## config.mk

```make
export PLATFORM = sky130hd
export DESIGN_NAME = cmp_sched
export DESIGN_NICKNAME = d
export VERILOG_FILES = /design/src/rtl/cmp_sched_pkg.sv /design/src/rtl/rr_arbiter.sv /design/src/rtl/cmp_sched.sv
export SDC_FILE = /design/constraint.sdc
export NUM_CORES = 1
export LEC_CHECK = 0
export BUFFER_PORTS_ARGS = -buffer_cell sky130_fd_sc_hd__buf_2
export CORE_ASPECT_RATIO = 1.1
export CORE_UTILIZATION = 50
export DETAILED_ROUTE_END_ITERATION = 16
export GPL_TIMING_DRIVEN = 0
export PLACE_DENSITY = 0.78
export REMOVE_ABC_BUFFERS = 1
export SYNTH_ARGS = -nofsm -noshare
export SYNTH_HDL_FRONTEND = slang
export SYNTH_SLANG_ARGS = --single-unit
export TNS_END_PERCENT = 100
```

## constraint.sdc

```tcl
create_clock -name clk -period 3.5 [get_ports clk]
set_clock_uncertainty 0.05 [all_clocks]
set_input_delay 0.35 -clock clk [delete_from_list [all_inputs] [get_ports clk]]
set_output_delay 0.35 -clock clk [all_outputs]
set_load 0.02 [all_outputs]
```

## src/rtl/cmp_sched_pkg.sv

```systemverilog
// rtl/cmp_sched_pkg.sv - shared types and result codes for the serial compare scheduler
package cmp_sched_pkg;

   typedef enum logic [1:0] {
      IDLE   = 2'd0,
      SHIFT  = 2'd1,
      RESULT = 2'd2
   } state_e;

   typedef enum logic [1:0] {
      REL_EQ = 2'd0,
      REL_LT = 2'd1,
      REL_GT = 2'd2
   } rel_e;

   localparam logic [2:0] CODE_LT   = 3'b100;
   localparam logic [2:0] CODE_EQ   = 3'b010;
   localparam logic [2:0] CODE_GT   = 3'b001;
   localparam logic [2:0] CODE_NONE = 3'b000;

   function automatic logic [2:0] rel_to_code(rel_e rel);
      case (rel)
         REL_LT:  return CODE_LT;
         REL_GT:  return CODE_GT;
         default: return CODE_EQ;
      endcase
   endfunction

endpackage

```

## src/rtl/rr_arbiter.sv

```systemverilog
// rtl/rr_arbiter.sv - round-robin pick of the first active request at or after the pointer
module rr_arbiter #(
   parameter int N  = 4,
   parameter int IW = 2
) (
   input  logic [N-1:0]  req,
   input  logic [IW-1:0] pointer,
   output logic [N-1:0]  grant,
   output logic [IW-1:0] index
);

   always_comb begin
      logic [IW-1:0] j;
      logic          found;
      j     = '0;
      found = 1'b0;
      grant = '0;
      index = '0;
      for (int k = 0; k < N; k++) begin
         j = IW'((int'(pointer) + k) % N);
         if (!found && req[j]) begin
            found    = 1'b1;
            grant[j] = 1'b1;
            index    = j;
         end
      end
   end

endmodule

```

## src/rtl/cmp_sched.sv

```systemverilog
// rtl/cmp_sched.sv - round-robin scheduler feeding a bit-serial magnitude comparator
module cmp_sched
   import cmp_sched_pkg::*;
#(
   parameter int N_REQ = 4,
   parameter int W     = 3
) (
   input  logic                       clk,
   input  logic                       rst_n,
   input  logic [N_REQ-1:0]           req_valid,
   output logic [N_REQ-1:0]           req_ready,
   input  logic [N_REQ*W-1:0]         req_a,
   input  logic [N_REQ*W-1:0]         req_b,
   output logic                       ser_a,
   output logic                       ser_b,
   output logic                       ser_frame,
   output logic                       res_valid,
   input  logic                       res_ready,
   output logic [$clog2(N_REQ)-1:0]   res_id,
   output logic [2:0]                 res_code
);

   localparam int IW = $clog2(N_REQ);
   localparam int CW = $clog2(W);

   state_e        state_q, state_d;
   rel_e          rel_q, rel_d;
   logic [IW-1:0] ptr_q, ptr_d;
   logic [IW-1:0] id_q, id_d;
   logic [IW-1:0] res_id_q, res_id_d;
   logic [CW-1:0] cnt_q, cnt_d;
   logic [W-1:0]  a_q, a_d, b_q, b_d;

   logic [N_REQ-1:0] grant;
   logic [IW-1:0]    gnt_idx;

   rr_arbiter #(.N(N_REQ), .IW(IW)) u_arb (
      .req     (req_valid),
      .pointer (ptr_q),
      .grant   (grant),
      .index   (gnt_idx)
   );

   always_comb begin
      state_d   = state_q;
      rel_d     = rel_q;
      ptr_d     = ptr_q;
      id_d      = id_q;
      res_id_d  = res_id_q;
      cnt_d     = cnt_q;
      a_d       = a_q;
      b_d       = b_q;
      req_ready = '0;
      ser_a     = 1'b0;
      ser_b     = 1'b0;
      ser_frame = 1'b0;
      res_valid = 1'b0;
      res_code  = CODE_NONE;
      case (state_q)
         IDLE: begin
            // Gated by rst_n so the grant stays low while reset is held.
            if (rst_n && (|grant)) begin
               req_ready = grant;
               a_d       = req_a[gnt_idx*W +: W];
               b_d       = req_b[gnt_idx*W +: W];
               id_d      = gnt_idx;
               ptr_d     = (gnt_idx == IW'(N_REQ-1)) ? '0 : gnt_idx + 1'b1;
               cnt_d     = '0;
               rel_d     = REL_EQ;
               state_d   = SHIFT;
            end
         end
         SHIFT: begin
            ser_a     = a_q[cnt_q];
            ser_b     = b_q[cnt_q];
            ser_frame = (cnt_q == '0);
            // LSB first: a later (more significant) difference overrides earlier ones.
            if (ser_a != ser_b)
               rel_d = ser_a ? REL_GT : REL_LT;
            if (cnt_q == CW'(W-1)) begin
               cnt_d    = '0;
               res_id_d = id_q;
               state_d  = RESULT;
            end else begin
               cnt_d = cnt_q + 1'b1;
            end
         end
         RESULT: begin
            res_valid = 1'b1;
            res_code  = rel_to_code(rel_q);
            if (res_ready)
               state_d = IDLE;
         end
         default: state_d = IDLE;
      endcase
   end

   assign res_id = res_id_q;

   always_ff @(posedge clk or negedge rst_n) begin
      if (!rst_n) begin
         state_q  <= IDLE;
         rel_q    <= REL_EQ;
         ptr_q    <= '0;
         id_q     <= '0;
         res_id_q <= '0;
         cnt_q    <= '0;
         a_q      <= '0;
         b_q      <= '0;
      end else begin
         state_q  <= state_d;
         rel_q    <= rel_d;
         ptr_q    <= ptr_d;
         id_q     <= id_d;
         res_id_q <= res_id_d;
         cnt_q    <= cnt_d;
         a_q      <= a_d;
         b_q      <= b_d;
      end
   end

endmodule
```

==> results.json, run 1 <==
{
  "rows": 23,
  "powerDensity_nw_per_um2": 931.2,
  "drc_errors": 0,
  "cp-end-kind": "register",
  "cts_inserted_buffers": 3,
  "critPathRequiredTime_ns": 3.59,
  "antenna_cells": 0,
  "synth_top_area_share_pct": 22.77,
  "clk_pin_slew_worst_paths_ns": 0.06,
  "slew_viol_final": 0,
  "finalWirelength_um": 3947,
  "final.period_utilization_pct": 92.13,
  "ir_worst_vdd_v": 0.0003782,
  "postCtsSetupBuffers": 0,
  "cp-start-kind": "register",
  "final_util_pct": 60.26,
  "drt-initial-drc-count": 54,
  "die-area_um2": 4212,
  "grt_max_degree": 37,
  "synth_area_um2": 1978,
  "wl_per_cell_um": 13.16,
  "cp.arrival_ns": 3.31,
  "outcome": "finished, final reports clean",
  "worstMarginPinSlew_ns": 0.7681,
  "synth_edf_count": 0,
  "relSlewSlack_pct": 48.79,
  "place_hpwl_um": 2984,
  "detail-route-antenna-nets": 0,
  "layout_commonest_cell": "buf_2",
  "fp.dieH_um": 67.97,
  "yosys_warnings": 0,
  "synth_top_cell_by_area": "dfrtp_1",
  "ios": 44,
  "root_buffer": "clkbuf_8",
  "max-cap-violations": 0,
  "timing.final.crit_period_ns": 3.225,
  "path_class": "reg -> reg",
  "cts_tree": "yes",
  "viasPerCell": 5.653,
  "critPathMaxFanout": 36,
  "clock_latency_ns": 0.25,
  "portBuffers": 43,
  "coreArea_um2": 3712,
  "setup_viol": 0,
  "synth_ff_type": "dfrtp_1",
  "netlist_top_cells_area": "dfrtp_1 (23%), mux2i_1 (14%), mux2_2 (12%)",
  "antenna_found_initial": 0,
  "worst_path_max_delay_cell": "dfrtp_4",
  "syn_inst": 216,
  "grt_overflow": 0,
  "slowest_delay_ns": 0.67,
  "synth_seq_area_share_pct": 22.77,
  "hold_path.startpoint": "res_ready",
  "worstPathCellList": "inv_1 -> ha_2 -> mux2i_4 -> a2111oi_2 -> a2bb2oi_1 -> a41o_2 -> mux2_1",
  "fin_nets": 290,
  "grt_pass1_wl_um": 6789,
  "max_freq_mhz": 310.1,
  "htreeDepth": 1,
  "fp.dieW_um": 61.97,
  "final_cell_mix": "buf_2 (43), mux2i_1 (27), mux2_2 (21)",
  "gp_congestion": 0.7854,
  "fillers": 351,
  "hold_viol_final": 0,
  "hold_path.class": "in -> reg",
  "critPathTopFamily": "compound AO/OA/AOI/OAI gates",
  "synthArstFlopShare_pct": 100.0,
  "clock_path_buffers": 2,
  "fin_setup_tns_ns": 0,
  "worst-path-buf-inv": 1,
  "initial_core_util_pct": 53.29,
  "grt_pass1_vias": 1617,
  "leakagePower_uw": 0.001074,
  "synth-seq-cells": 18,
  "grt_usage_pct": 21.08,
  "synth.distinct_cells": 43,
  "syn_area_per_cell_um2": 9.158,
  "num_vias": 1696,
  "drive_gt1_share_pct": 33.20,
  "firstDrtPassIters": 4,
  "syn_to_final_growth_pct": 13.09,
  "grt_setup_unrepaired": "false",
  "clock_sinks": 18
}
[worst reg2reg max path, stage by stage, from the launching register on]
cell	delay, ns
dfrtp_4	0.67
inv_1	0.17
ha_2	0.42
mux2i_4	0.28
a2111oi_2	0.35
a2bb2oi_1	0.31
a41o_2	0.49
mux2_1	0.37
[per-stage QoR]
stage          hold WS, ns  setup WS [ns]  cell area [µm²]  power, µW  std cells
6_report            0.3086         0.2755             2237       2083        300
5_1_grt             0.3036       0.004805             2237       2285        300
4_1_cts             0.3068         0.1136             2235       2094        300
3_5_place_dp        0.2580        -0.6892             2165       1922        295
3_3_place_gp        0.2558        -0.6371             2165       1881        295
2_1_floorplan     0.004409       -0.05658             1887       1611        202
[where the power goes]
| group | internal [µW] | total (µW) | switching [µW] |
|---|---|---|---|
| clock network | 99.9 | 166 | 66.4 |
| logic | 710 | 1450 | 743 |
| registers | 310 | 464 | 154 |
| total | 1120 | 2080 | 963 |
[state kept, by name, summed over array words and instances (netlist names), named ones only]
name and count:
id_q 2, res_id 2, ptr_q 1, rel_q 2, cnt_q 2, b_q 3
state_q 2, a_q 3
[worst paths after layout]
path                               to  cells past startpoint  slack, ns
min in group asynchronous     id_q[1]                      2       0.51
setup reg to reg              id_q[1]                      7       0.28
max in group asynchronous   async pin                      2       2.56
setup / recovery              id_q[1]                      7       0.28
hold / removal             state_q[1]                      3       0.31
hold reg to reg                b_q[0]                      2       0.43
[layer usage]
| layer | vias to the layer above | global-route usage [%] | routed length [µm] |
|---|---|---|---|
| met1 | 806 | 26.20 | 1804 |
| met4 | 0 | 3.056 | 17 |
| li1 | 855 | - | - |
| met5 | - | 0 | 0 |
| met3 | 2 | 3.592 | 98 |
| met2 | 33 | 38.16 | 2028 |
[area by class of cell]
type	count	area (µm²)	share of cell area, %
clock buffers	4	55.05	2.461
inverters	6	22.52	1.007
multi-input cells	178	1418	63.37
flip-flops and latches	18	454.2	20.30
well taps	50	62.56	2.796
repair buffers	44	225.2	10.07
[synthesized netlist by cell type, types with 6 or more instances]
library cell and instances:
ha_1 8, nor3b_1 7, nand2_1 20, o21ai_0 7, nor2b_1 8, dfrtp_1 18, inv_1 6, mux2i_1 27
o21ai_1 8, nor2_1 12, nand2b_1 9, mux2_2 21
[cell families (layout without fill, tap and decap cells)]
kind of cell,Yosys count,in the layout,synth area share [%]
fa+ha+maj,8,8,5.060
buf+inv,20,54,5.755
simple gates,67,67,17.71
xor+xnor,1,1,0.4428
flops,18,18,22.77
mux,51,51,28.46
compound gates,51,51,19.80
[timing repair]
action	4_1_cts	5_1_grt
hold buffers	1	0
endpoints found under the setup margin	19	7
endpoints found under the hold margin	18	0
resized for setup	3	1
No activity file was read; power rests on OpenSTA's default activity.
==> inputs of run 2 (changes only) <==
- REMOVE_ABC_BUFFERS: 1 -> unset
==> run 2 against run 1 <==
Clock power about the same. Critical path depth up 4. Worst setup slack worse by 0.089 ns. Final area up 5.0%. Total power up 7.2%. Non-clock buffer count up 12. Sequential power down 16%. Combinational power up 16%. Sequential share of layout area down 1.1 points. Critical endpoint unchanged.
==> results.json, run 2 (synthesis results as in run 1) <==
{
  "critPathMaxFanout": 19,
  "final_cell_mix": "buf_2 (45), mux2i_1 (27), mux2_2 (21)",
  "final.period_utilization_pct": 94.67,
  "worst_path_max_delay_cell": "dfrtp_2",
  "num_vias": 1756,
  "max-cap-violations": 0,
  "fp.dieW_um": 61.97,
  "max_freq_mhz": 301.8,
  "critPathRequiredTime_ns": 3.59,
  "total_power_uw": 2234,
  "fillers": 321,
  "reg.largest.list": "a_q: 3 flops, b_q: 3 flops",
  "relSlewSlack_pct": 71.40,
  "postCtsSetupBuffers": 0,
  "ios": 44,
  "grt_pass1_wl_um": 7217,
  "r2r_slack_ns": 0.19,
  "rows": 23,
  "drive_gt1_share_pct": 36.26,
  "fin_cells": 312,
  "cts_inserted_buffers": 3,
  "worstPathCellList": "buf_6 -> buf_4 -> inv_1 -> ha_1 -> buf_2 -> and3_1 -> a2111oi_2 -> a2bb2oi_2 -> a41o_1 -> buf_6 -> mux2_1",
  "gp_congestion": 0.8777,
  "initial_core_util_pct": 53.29,
  "syn_to_final_growth_pct": 18.79,
  "fin_nets": 302,
  "htreeDepth": 1,
  "grt_overflow": 0,
  "grt_max_degree": 21,
  "die-area_um2": 4212,
  "hold_path.class": "in -> reg",
  "grt_setup_unrepaired": "false",
  "critPathTopFamily": "buffers and inverters",
  "syn_nets": 255,
  "detail-route-antenna-nets": 0,
  "ir_worst_vdd_v": 0.0004054,
  "slew_viol_final": 0,
  "worst-path-buf-inv": 5,
  "path_class": "reg -> reg",
  "drc_errors": 0,
  "finalWirelength_um": 4295,
  "placed_cells": 308,
  "grt_pass1_vias": 1696,
  "clock_path_buffers": 2,
  "timing.final.crit_period_ns": 3.313,
  "leakagePower_uw": 0.001129,
  "place_hpwl_um": 3299,
  "hold_viol_final": 0,
  "antenna_cells": 0,
  "cts_tree": "yes",
  "grt_usage_pct": 22.43,
  "antenna_found_initial": 0,
  "firstDrtPassIters": 4,
  "drt-initial-drc-count": 99,
  "layout_commonest_cell": "buf_2",
  "multi_input_area_um2": 1440,
  "cp-end-kind": "register",
  "outcome": "finished, final reports clean",
  "worstMarginPinSlew_ns": 0.4171,
  "crit_path_frequent_cell": "buf_6",
  "clock_sinks": 18,
  "clk_pin_slew_worst_paths_ns": 0.07,
  "portBuffers": 42,
  "setup_viol": 0,
  "coreArea_um2": 3712,
  "final-seq-area_um2": 451.7,
  "powerDensity_nw_per_um2": 950.6,
  "slowest_delay_ns": 0.48,
  "root_buffer": "clkbuf_8",
  "fp.dieH_um": 67.97,
  "clock_latency_ns": 0.25,
  "viasPerCell": 5.628,
  "cp-start-kind": "register",
  "wl_per_cell_um": 13.77,
  "cp.arrival_ns": 3.40
}
-- run 2: cell count changes in the layout (fill, tap and decap cells not counted), sizes merged --
cell | before | now
buf | 43 | 52
clkbuf | 4 | 7
-- run 2: final cells by class --
type	instances	share of cell area, %
Multi-Input combinational cell	178	61.29
Inverter	6	0.9585
Timing Repair Buffer	43	9.372
Clock buffer	4	2.343
Buffer	13	4.153
Sequential cell	18	19.22
Tap cell	50	2.662
-- run 2: final timing paths --
kind	start	to	cells after the start
setup / recovery	register	id_q[1]	11
hold / removal	res_ready	state_q[1]	3
setup reg to reg	register	id_q[1]	11
hold reg to reg	a_q[1]	a_q[1]	2
max in group asynchronous	rst_n	async pin	2
min in group asynchronous	rst_n	res_id[0]	2
-- run 2: through the flow --
step | hold slack, ns | instance area, µm² | util [%] | setup WS, ns | TNS, ns
2_1_floorplan | 0.004409 | 1979 | - | 0.1383 | 0
3_3_place_gp | 0.2581 | 2252 | 60.67 | -0.3898 | -3.564
3_5_place_dp | 0.2615 | 2252 | 60.67 | -0.4445 | -4.744
4_1_cts | 0.3321 | 2331 | 62.79 | 0.1088 | 0
5_1_grt | 0.3532 | 2350 | 63.30 | 0.001509 | 0
6_report | 0.3298 | 2350 | 63.30 | 0.1867 | 0
-- run 2: where the power goes --
| group | switching (µW) | internal [µW] | total (µW) |
|---|---|---|---|
| registers | 83.1 | 308 | 391 |
| clock network | 65.2 | 99.8 | 165 |
| logic | 871 | 806 | 1680 |
-- run 2: timing repair --
item | in CTS | in global routing
hold buffers | 1 | 0
endpoints found under the setup margin | 19 | 14
endpoints found under the hold margin | 18 | 0
gates cloned | 0 | 0
resized for setup | 6 | 5
-- run 2: tightest hold or removal path, stage by stage --
cell and delay (ns):
buf_2 0.10, inv_1 0.04, a21o_1 0.11
-- run 2: layer usage --
metal / GRT usage [%] / part of all wire, %
met1: 27.32 / 45
met2: 41.22 / 52
met3: 3.025 / 2.9
met4: 4.444 / 0.37
met5: 0 / 0
==> inputs of run 3 (changes only) <==
- clock period: 3.5 -> 3 ns (I/O delays scaled with it)
==> run 3 against run 2 <==
Via count is 2.3% higher. Non-clock buffer count is 7 higher. Combinational power up 26%. Sequential share of layout area shrank 0.72 points. Worst setup slack got worse by 0.069 ns. Final cell count up 2.2%. Clock power up 19%. Sequential power increased by 13%. Utilization grew 2.5 points. Critical path depth is the same. Register-to-register slack got worse by 0.07 ns.
==> results.json, run 3 (synthesis results as in run 1) <==
{
  "outcome": "finished, final reports clean",
  "layout_commonest_cell": "buf_2",
  "cp.arrival_ns": 2.97,
  "slew_viol_final": 0,
  "grt_pass1_vias": 1655,
  "setup_viol": 0,
  "swShare_pct": 44.62,
  "fin_area_um2": 2441,
  "grt_max_degree": 21,
  "fin_nets": 309,
  "fp.dieW_um": 61.97,
  "cp-end-kind": "register",
  "portBuffers": 42,
  "antenna_found_initial": 0,
  "timing.final.crit_period_ns": 2.882,
  "cp-start-kind": "register",
  "multi_input_area_um2": 1456,
  "max_freq_mhz": 347.0,
  "fp.dieH_um": 67.97,
  "clock_latency_ns": 0.25,
  "r2r-end": "id_q[1]",
  "combinationalPowerShare_pct": 76.9,
  "wl_met1_um": 1973,
  "r2r_slack_ns": 0.12,
  "clk_pin_slew_worst_paths_ns": 0.07,
  "relSlewSlack_pct": 71.84,
  "top_layer_used": "met4",
  "fillers": 331,
  "ir_worst_vdd_v": 0.0005056,
  "fin_cells": 319,
  "final_cell_mix": "buf_2 (43), mux2i_1 (27), mux2_2 (21)",
  "grt_overflow": 0,
  "seq_power_share_pct": 16.0,
  "path_class": "reg -> reg",
  "drc_errors": 0,
  "max-cap-violations": 0,
  "fin_setup_tns_ns": 0,
  "r2r_cells": 11,
  "grt_pass1_wl_um": 7182,
  "ios": 44,
  "leakagePower_uw": 0.001169,
  "routed-wl-met2_um": 2221,
  "hold_viol_final": 0,
  "root_buffer": "clkbuf_8",
  "htreeDepth": 1,
  "cts_inserted_buffers": 3,
  "rows": 23,
  "final.period_utilization_pct": 96.06,
  "powerDensity_nw_per_um2": 1131,
  "initial_core_util_pct": 53.29,
  "dpl_cell_area_um2": 2281,
  "firstDrtPassIters": 4,
  "reg.largest.list": "a_q: 3 flops, b_q: 3 flops",
  "cts_tree": "yes",
  "syn_to_final_growth_pct": 23.40,
  "clock_sinks": 18,
  "viasPerCell": 5.633,
  "drive_gt1_share_pct": 39.03,
  "p_switching_uw": 1232,
  "clock_path_buffers": 2,
  "gp_congestion": 0.8298,
  "hold_path.class": "in -> reg",
  "coreArea_um2": 3712,
  "worstMarginPinSlew_ns": 0.4224,
  "critPathRequiredTime_ns": 3.09,
  "drt-initial-drc-count": 81,
  "hold_path.startpoint": "res_ready",
  "clkPwrFrac_pct": 7.1,
  "critPathMaxFanout": 10,
  "antenna_cells": 0,
  "num_vias": 1797,
  "wl_met3_um": 120,
  "setup.worst_path.end": "id_q[1]",
  "place_hpwl_um": 3171,
  "detail-route-antenna-nets": 0,
  "wl_per_cell_um": 13.63,
  "finalWirelength_um": 4349,
  "final-seq-area_um2": 451.7,
  "die-area_um2": 4212,
  "syn_nets": 255,
  "power.internal_uw": 1529,
  "grt_usage_pct": 22.39,
  "placed_cells": 308
}
## run 3: routing by layer
metal	GRT usage (%)	vias up
met3	2.836	4
li1	-	898
met2	39.36	35
met4	4.444	0
met1	28.96	860
met5	0	-
## run 3: area by class of cell
class	count	share of cell area, %
Buffer	14	4.869
Clock buffer	4	2.255
Inverter	6	1.025
Multi-Input combinational cell	178	59.66
Sequential cell	18	18.50
Tap cell	50	2.563
Timing Repair Buffer	49	11.12
## run 3: how the worst min path moves through the flow
| stage | end | slack [ns] | depth (start not counted) |
|---|---|---|---|
| final | state_q[1] | 0.26 | 3 |
| after floorplan | async pin | -0.05 | 0 |
| after CTS | state_q[1] | 0.25 | 3 |
| after global placement | rel_q[1] | 0.20 | 1 |
| after detailed placement | rel_q[1] | 0.21 | 1 |
| after global routing | state_q[1] | 0.28 | 3 |
## run 3: power groups by stage
| stage | logic (µW) | registers (µW) | clock network [µW] |
|---|---|---|---|
| floorplan | 1590 | 449 | 0 |
| global placement | 1910 | 450 | 0 |
| detailed placement | 1950 | 456 | 0 |
| CTS | 2070 | 440 | 200 |
| global route | 2330 | 457 | 210 |
| finish | 2120 | 442 | 197 |
## run 3: repair_timing
item	CTS	global route
pin swaps	4	3
endpoints found under the setup margin	19	19
gates resized for setup	8	8
hold endpoints to repair	18	0
hold buffers	1	0
cloned	1	0
buffers inserted	3	2
## run 3: through the flow
step	hold WS [ns]	setup WS, ns	utilization (%)	total power (µW)
CTS	0.2527	-0.009808	64.81	2712
global route	0.2756	-0.002307	65.76	2994
detailed placement	0.2096	-0.3225	61.44	2402
finish	0.2560	0.1181	65.76	2761
global placement	0.2048	-0.3026	61.44	2363
floorplan	-0.04559	0.04520	-	2036
## run 3: worst max-delay path, cell delays in order (launching register included)
cell,delay (ns)
dfrtp_2,0.43
buf_6,0.15
buf_6,0.14
buf_8,0.15
inv_4,0.07
ha_4,0.22
mux2i_4,0.24
a2111oi_2,0.40
a2bb2oi_2,0.23
a41o_1,0.24
buf_6,0.12
mux2_1,0.31
